$ cat src/rtl/led_pwm_driver_if.sv
// Colour/enable inputs and PWM/status outputs of the LED PWM driver.
// The master modport is the colour source, the slave modport is the driver.
interface led_pwm_driver_if;
    logic [2:0] colour;
    logic       enable;
    logic       red;
    logic       green;
    logic       blue;
    logic       busy;
    logic       pwm_wrap;

    modport master (
        output colour,
        output enable,
        input  red,
        input  green,
        input  blue,
        input  busy,
        input  pwm_wrap
    );

    modport slave (
        input  colour,
        input  enable,
        output red,
        output green,
        output blue,
        output busy,
        output pwm_wrap
    );
endinterface

$ cat src/rtl/led_pwm_driver.sv
// Three-channel LED PWM driver that fades each duty toward a colour-decoded target once per fade tick.
// Outputs are registered one cycle behind the counter; there is no backpressure, colour is sampled every clk.
module led_pwm_driver #(
    parameter int PWM_BITS = 8,
    parameter int STEP     = 16,
    parameter int FADE_DIV = 1
) (
    input  logic            clk,
    input  logic            rst,
    led_pwm_driver_if.slave led
);
    localparam int                  DIV_W    = (FADE_DIV > 1) ? $clog2(FADE_DIV) : 1;
    localparam logic [PWM_BITS-1:0] FULL     = '1;
    localparam logic [PWM_BITS:0]   STEP_W   = (PWM_BITS + 1)'(STEP);
    localparam logic [DIV_W-1:0]    DIV_LAST = DIV_W'(FADE_DIV - 1);

    typedef enum logic [1:0] {
        S_OFF,
        S_FADE,
        S_STEADY
    } state_t;

    state_t                     state;
    logic [2:0]                 colour_q;
    logic [PWM_BITS-1:0]        cnt;
    logic [DIV_W-1:0]           div;
    logic [2:0][PWM_BITS-1:0]   duty;
    logic [2:0][PWM_BITS-1:0]   tgt;
    logic [2:0][PWM_BITS-1:0]   duty_nxt;
    logic [2:0]                 rgb_q;
    logic                       tick;

    // Compares run one bit wider than the duty so d+STEP / t+STEP never wrap.
    function automatic logic [PWM_BITS-1:0] fade_step(input logic [PWM_BITS-1:0] d,
                                                      input logic [PWM_BITS-1:0] t);
        logic [PWM_BITS:0] dw;
        logic [PWM_BITS:0] tw;
        dw = {1'b0, d};
        tw = {1'b0, t};
        if (dw < tw) begin
            if (dw + STEP_W >= tw) return t;
            return d + PWM_BITS'(STEP);
        end
        if (dw > tw) begin
            if (dw <= tw + STEP_W) return t;
            return d - PWM_BITS'(STEP);
        end
        return d;
    endfunction

    // Channel index 2 = red, 1 = green, 0 = blue.
    always_comb begin
        tgt = '0;
        case (colour_q)
            3'b001: tgt[2] = FULL;
            3'b010: tgt[1] = FULL;
            3'b011: tgt[0] = FULL;
            3'b100: begin tgt[2] = FULL; tgt[1] = FULL; end
            3'b101: begin tgt[1] = FULL; tgt[0] = FULL; end
            3'b110: begin tgt[2] = FULL; tgt[0] = FULL; end
            default: tgt = '0;
        endcase
    end

    always_comb begin
        duty_nxt = duty;
        for (int i = 0; i < 3; i++) begin
            duty_nxt[i] = fade_step(duty[i], tgt[i]);
        end
    end

    assign led.pwm_wrap = led.enable && (cnt == FULL);
    assign tick         = led.pwm_wrap && (div == DIV_LAST);
    assign led.busy     = led.enable && (duty != tgt);
    assign led.red      = rgb_q[2];
    assign led.green    = rgb_q[1];
    assign led.blue     = rgb_q[0];

    always_ff @(posedge clk or negedge rst) begin
        if (!rst) begin
            state    <= S_OFF;
            colour_q <= '0;
            cnt      <= '0;
            div      <= '0;
            duty     <= '0;
            rgb_q    <= '0;
        end else begin
            colour_q <= led.colour;
            if (!led.enable) begin
                state <= S_OFF;
                cnt   <= '0;
                div   <= '0;
                duty  <= '0;
                rgb_q <= '0;
            end else begin
                cnt <= cnt + PWM_BITS'(1);
                for (int i = 0; i < 3; i++) begin
                    rgb_q[i] <= (cnt < duty[i]);
                end
                // Duties only move on the wrap edge so a period never sees two values.
                if (led.pwm_wrap) begin
                    if (tick) begin
                        div  <= '0;
                        duty <= duty_nxt;
                    end else begin
                        div <= div + DIV_W'(1);
                    end
                end
                case (state)
                    S_OFF:    state <= S_FADE;
                    S_FADE:   if (tick && (duty_nxt == tgt)) state <= S_STEADY;
                    S_STEADY: if (duty != tgt) state <= S_FADE;
                    default:  state <= S_OFF;
                endcase
            end
        end
    end
endmodule

$ cat src/flat_wrapper.sv
// flat-port wrapper written by rule: the top's interface ports become plain ports
module led_pwm_driver_flat 
#(
    parameter int PWM_BITS = 8,
    parameter int STEP     = 16,
    parameter int FADE_DIV = 1
)
  (clk, rst, led_colour, led_enable, led_red, led_green, led_blue, led_busy, led_pwm_wrap);
  led_pwm_driver_if led_i ();
  input  logic clk;
  input  logic rst;
  input wire logic [$bits(led_i.colour)-1:0] led_colour;
  input wire logic [$bits(led_i.enable)-1:0] led_enable;
  output wire logic [$bits(led_i.red)-1:0] led_red;
  output wire logic [$bits(led_i.green)-1:0] led_green;
  output wire logic [$bits(led_i.blue)-1:0] led_blue;
  output wire logic [$bits(led_i.busy)-1:0] led_busy;
  output wire logic [$bits(led_i.pwm_wrap)-1:0] led_pwm_wrap;
  assign led_i.colour = led_colour;
  assign led_i.enable = led_enable;
  assign led_red = led_i.red;
  assign led_green = led_i.green;
  assign led_blue = led_i.blue;
  assign led_busy = led_i.busy;
  assign led_pwm_wrap = led_i.pwm_wrap;
  led_pwm_driver #(.PWM_BITS(PWM_BITS), .STEP(STEP), .FADE_DIV(FADE_DIV)) u_core (.clk(clk), .rst(rst), .led(led_i));
endmodule
$ cat config.mk
export PLATFORM = sky130hd
export DESIGN_NAME = led_pwm_driver_flat
export DESIGN_NICKNAME = d
export VERILOG_FILES = /design/src/rtl/led_pwm_driver_if.sv /design/src/rtl/led_pwm_driver.sv /design/src/flat_wrapper.sv
export SDC_FILE = /design/constraint.sdc
export NUM_CORES = 1
export LEC_CHECK = 0
export BUFFER_PORTS_ARGS = -buffer_cell sky130_fd_sc_hd__clkbuf_2
export CAP_MARGIN = 5
export CORE_MARGIN = 2
export CORE_UTILIZATION = 64
export CTS_BUF_LIST = sky130_fd_sc_hd__clkbuf_8 sky130_fd_sc_hd__clkbuf_16
export DETAILED_ROUTE_END_ITERATION = 8
export PLACE_DENSITY = 0.82
export SLEW_MARGIN = 10
export SYNTH_ARGS = -nofsm -noshare
export SYNTH_HDL_FRONTEND = slang
export SYNTH_SLANG_ARGS = --single-unit
$ cat constraint.sdc
create_clock -name clk -period 4 [get_ports clk]
set_input_delay 0 -clock clk [delete_from_list [all_inputs] [get_ports clk]]
set_output_delay 0 -clock clk [all_outputs]
set_load 0.005 [all_outputs]
==> results.toml <==
[outcome]
status = "completed"

[placed_design]
dp.cells = 512
place.gp.congestion = 0.9907
io_buffer_count = 10
hpwlAfterDp_um = 6560

[synth]
ys_seq_area_share_pct = 25.40
ys_types = 59
ys.flop_type = "dfrtp_1"
synth_edf_count = 0
synth_cells = 432
syn_nets = 510
ys_warn_count = 0
async_reset_ff_share_pct = 100.0
synth_area_um2 = 3842
syn_area_per_cell_um2 = 8.895
synth_seq_cells = 39

[sta]
final.setup.tns_ps = 0
setup_viol = 0
holdWs_ps = 143.9
fin_crit_sh_pct = 87.15
period_needed_ps = 3486
worst_pin_slew_ps = 971.8
skew_ps = 4.071
max_slew_margin_pct = 35.21
fmax_mhz = 286.9
hold_viol = 0
final_max_slew_viol_count = 0
rsz0062_at_grt = "false"

[clocking]
cts-root-buf = "clkbuf_8"
cts_tree = "done"
clk_pin_slew_ps = 90
clk_latency_ps = 300
cts_resized = 0
cts_max_path_buffers = 2
cts_buffers = 5
cts_setup_buffers = 0
cts_sinks = 39
cts_max_level = 2

[drt]
drt-total-wl_um = 8785
vias = 3335
dr.pass1.iters = 5
drc = 0
drtAntennaViolNets = 0
via_per_inst = 6.365
drtIter0Drc = 180
routedWlPerCell_um = 16.77

[final_layout]
stdcell_count = 524
post-route-util_pct = 69.95
final_nets = 526
n_antenna_cell = 0
fillers = 445
layout_commonest_cell = "ha_1"
layout_common_cells = "ha_1, dfrtp_1, inv_1"
drive_gt1_share_pct = 9.354
syn2layout_area_growth_pct = 6.513

[floorplanning]
fp.dieH_um = 81.49
core_area_um2 = 5851
ios = 11
initial_core_util_pct = 65.68
die_area_um2 = 6640
dieWidth_um = 81.49
rows = 28

[setup_path]
crit_required_ps = 4200
cpMaxStageDelayCell = "a21oi_1"
r2r_cells = 11
critPathBufInv = 2
cp_max_fo = 15
slowest_delay_ps = 520
r2r-end = "u_core.duty[16]$_DFFE_PN0P_"
cp_top_family = "compound AO/OA/AOI/OAI gates"
crit_path_end_kind = "flop"
rrSetupSlack_ps = 510
arrival_ps = 3680
start_kind = "flop"
crit_chain = "nand2b_1 -> mux2i_1 -> buf_4 -> inv_1 -> ha_1 -> nand3b_1 -> o221a_2 -> a21oi_1 -> o22ai_1 -> a211oi_1 -> o21ba_2"
r2r-start = "u_core.colour_q[1]$_DFF_PN0_"
path_class = "reg2reg"

[global_routing]
grt_max_degree = 40
grt_pass1_wl_um = 14380
first_global_vias = 3050
grtUsageTotal_pct = 27.78
grt.overflow.total = 0
antenna_found_initial = 0

[power]
p_leak_nw = 1.960
peakVddDrop_mv = 0.2116
powerDensity_nw_per_um2 = 292.8
power_frac_seq_pct = 39.3
p_int_uw = 753.2
p_switching_uw = 445.0
pwr-share-comb_pct = 36.6
switching_share_pct = 37.14
clockPowerShare_pct = 24.1

[job]
drv_cap = 0

[hold_path]
min_delay_path_depth = 2
hold_class = "in2reg"
min_to = "u_core.div$_DFFE_PN0P_"
worstHoldStart = "led_enable"
per-layer routing:
layer	wire, um	global-route usage [%]
met1	4101	38.98
met2	4075	44.59
met3	480	4.066
met4	127	7.797
met5	0	0
timing repair:
action                     in CTS  in global routing
setup endpoints to repair       0                  0
hold endpoints to repair       42                  0
hold buffers                    4                  0
how the worst max path moves through the flow:
stage               depth (start not counted)  slack (ps)                          from                     endpoint
floorplan                                  11         780  u_core.colour_q[0]$_DFF_PN0_   u_core.duty[0]$_DFFE_PN0P_
global placement                           12         690  u_core.colour_q[1]$_DFF_PN0_  u_core.duty[17]$_DFFE_PN0P_
detailed placement                         11         580  u_core.colour_q[1]$_DFF_PN0_  u_core.duty[16]$_DFFE_PN0P_
CTS                                        11         560  u_core.colour_q[1]$_DFF_PN0_  u_core.duty[16]$_DFFE_PN0P_
global route                               12         270  u_core.colour_q[1]$_DFF_PN0_  u_core.duty[16]$_DFFE_PN0P_
finish                                     11         510  u_core.colour_q[1]$_DFF_PN0_  u_core.duty[16]$_DFFE_PN0P_
logic make-up (layout without fill, tap and decap cells):
| kind of cell | count (synthesis) | in the layout | share of synthesized area, % |
|---|---|---|---|
| buf+inv | 46 | 63 | 5.015 |
| flops | 39 | 39 | 25.40 |
| simple gates | 134 | 134 | 18.89 |
| compound gates | 121 | 121 | 22.57 |
| xor+xnor | 16 | 16 | 3.647 |
| fa+ha+maj | 72 | 72 | 23.45 |
| mux | 4 | 4 | 1.042 |
per-stage QoR:
| step | instance area, um2 | power, mW | worst slack (ps) |
|---|---|---|---|
| after detailed placement | 3959 | 0.9048 | 577.1 |
| after global placement | 3959 | 0.8895 | 687.6 |
| after CTS | 4093 | 1.198 | 564.3 |
| after floorplan | 3842 | 0.7909 | 775.4 |
| after global routing | 4093 | 1.279 | 267.6 |
| final | 4093 | 1.198 | 513.9 |
flip-flops by register name, summed over array words and instances (netlist names):
signal	cells
u_core.colour_q	3
u_core.rgb_q	3
u_core.div	1
u_core.duty	24
u_core.cnt	8
power groups by stage:
stage	registers, mW	clock network, mW	logic, mW
floorplan	0.470	0	0.321
global placement	0.478	0	0.412
detailed placement	0.478	0	0.426
CTS	0.471	0.292	0.435
global route	0.476	0.309	0.494
finish	0.471	0.289	0.438
synth_stat cells (all sizes together), types with 12 or more instances:
cell type	n	area share, %
nand2	15	1.5
a21o	12	2.3
ha	72	23
nand3	16	2.1
nor2	33	3.2
dfrtp	39	25
a21oi	25	3.3
o21ai	23	3.1
inv	38	3.7
nor3	12	1.6
nand2b	12	2.0
or3	12	2.3
cell type report:
| cell class | count | area, um2 | share of cell area, % |
|---|---|---|---|
| well taps | 75 | 93.84 | 2.293 |
| flip-flops and latches | 39 | 975.9 | 23.85 |
| repair buffers | 17 | 112.6 | 2.751 |
| multi-input cells | 347 | 2674 | 65.33 |
| clock inverters | 3 | 25.02 | 0.6114 |
| clock buffers | 5 | 68.82 | 1.681 |
| inverters | 38 | 142.6 | 3.485 |
Note: power is estimated with default switching activity, not from simulation.
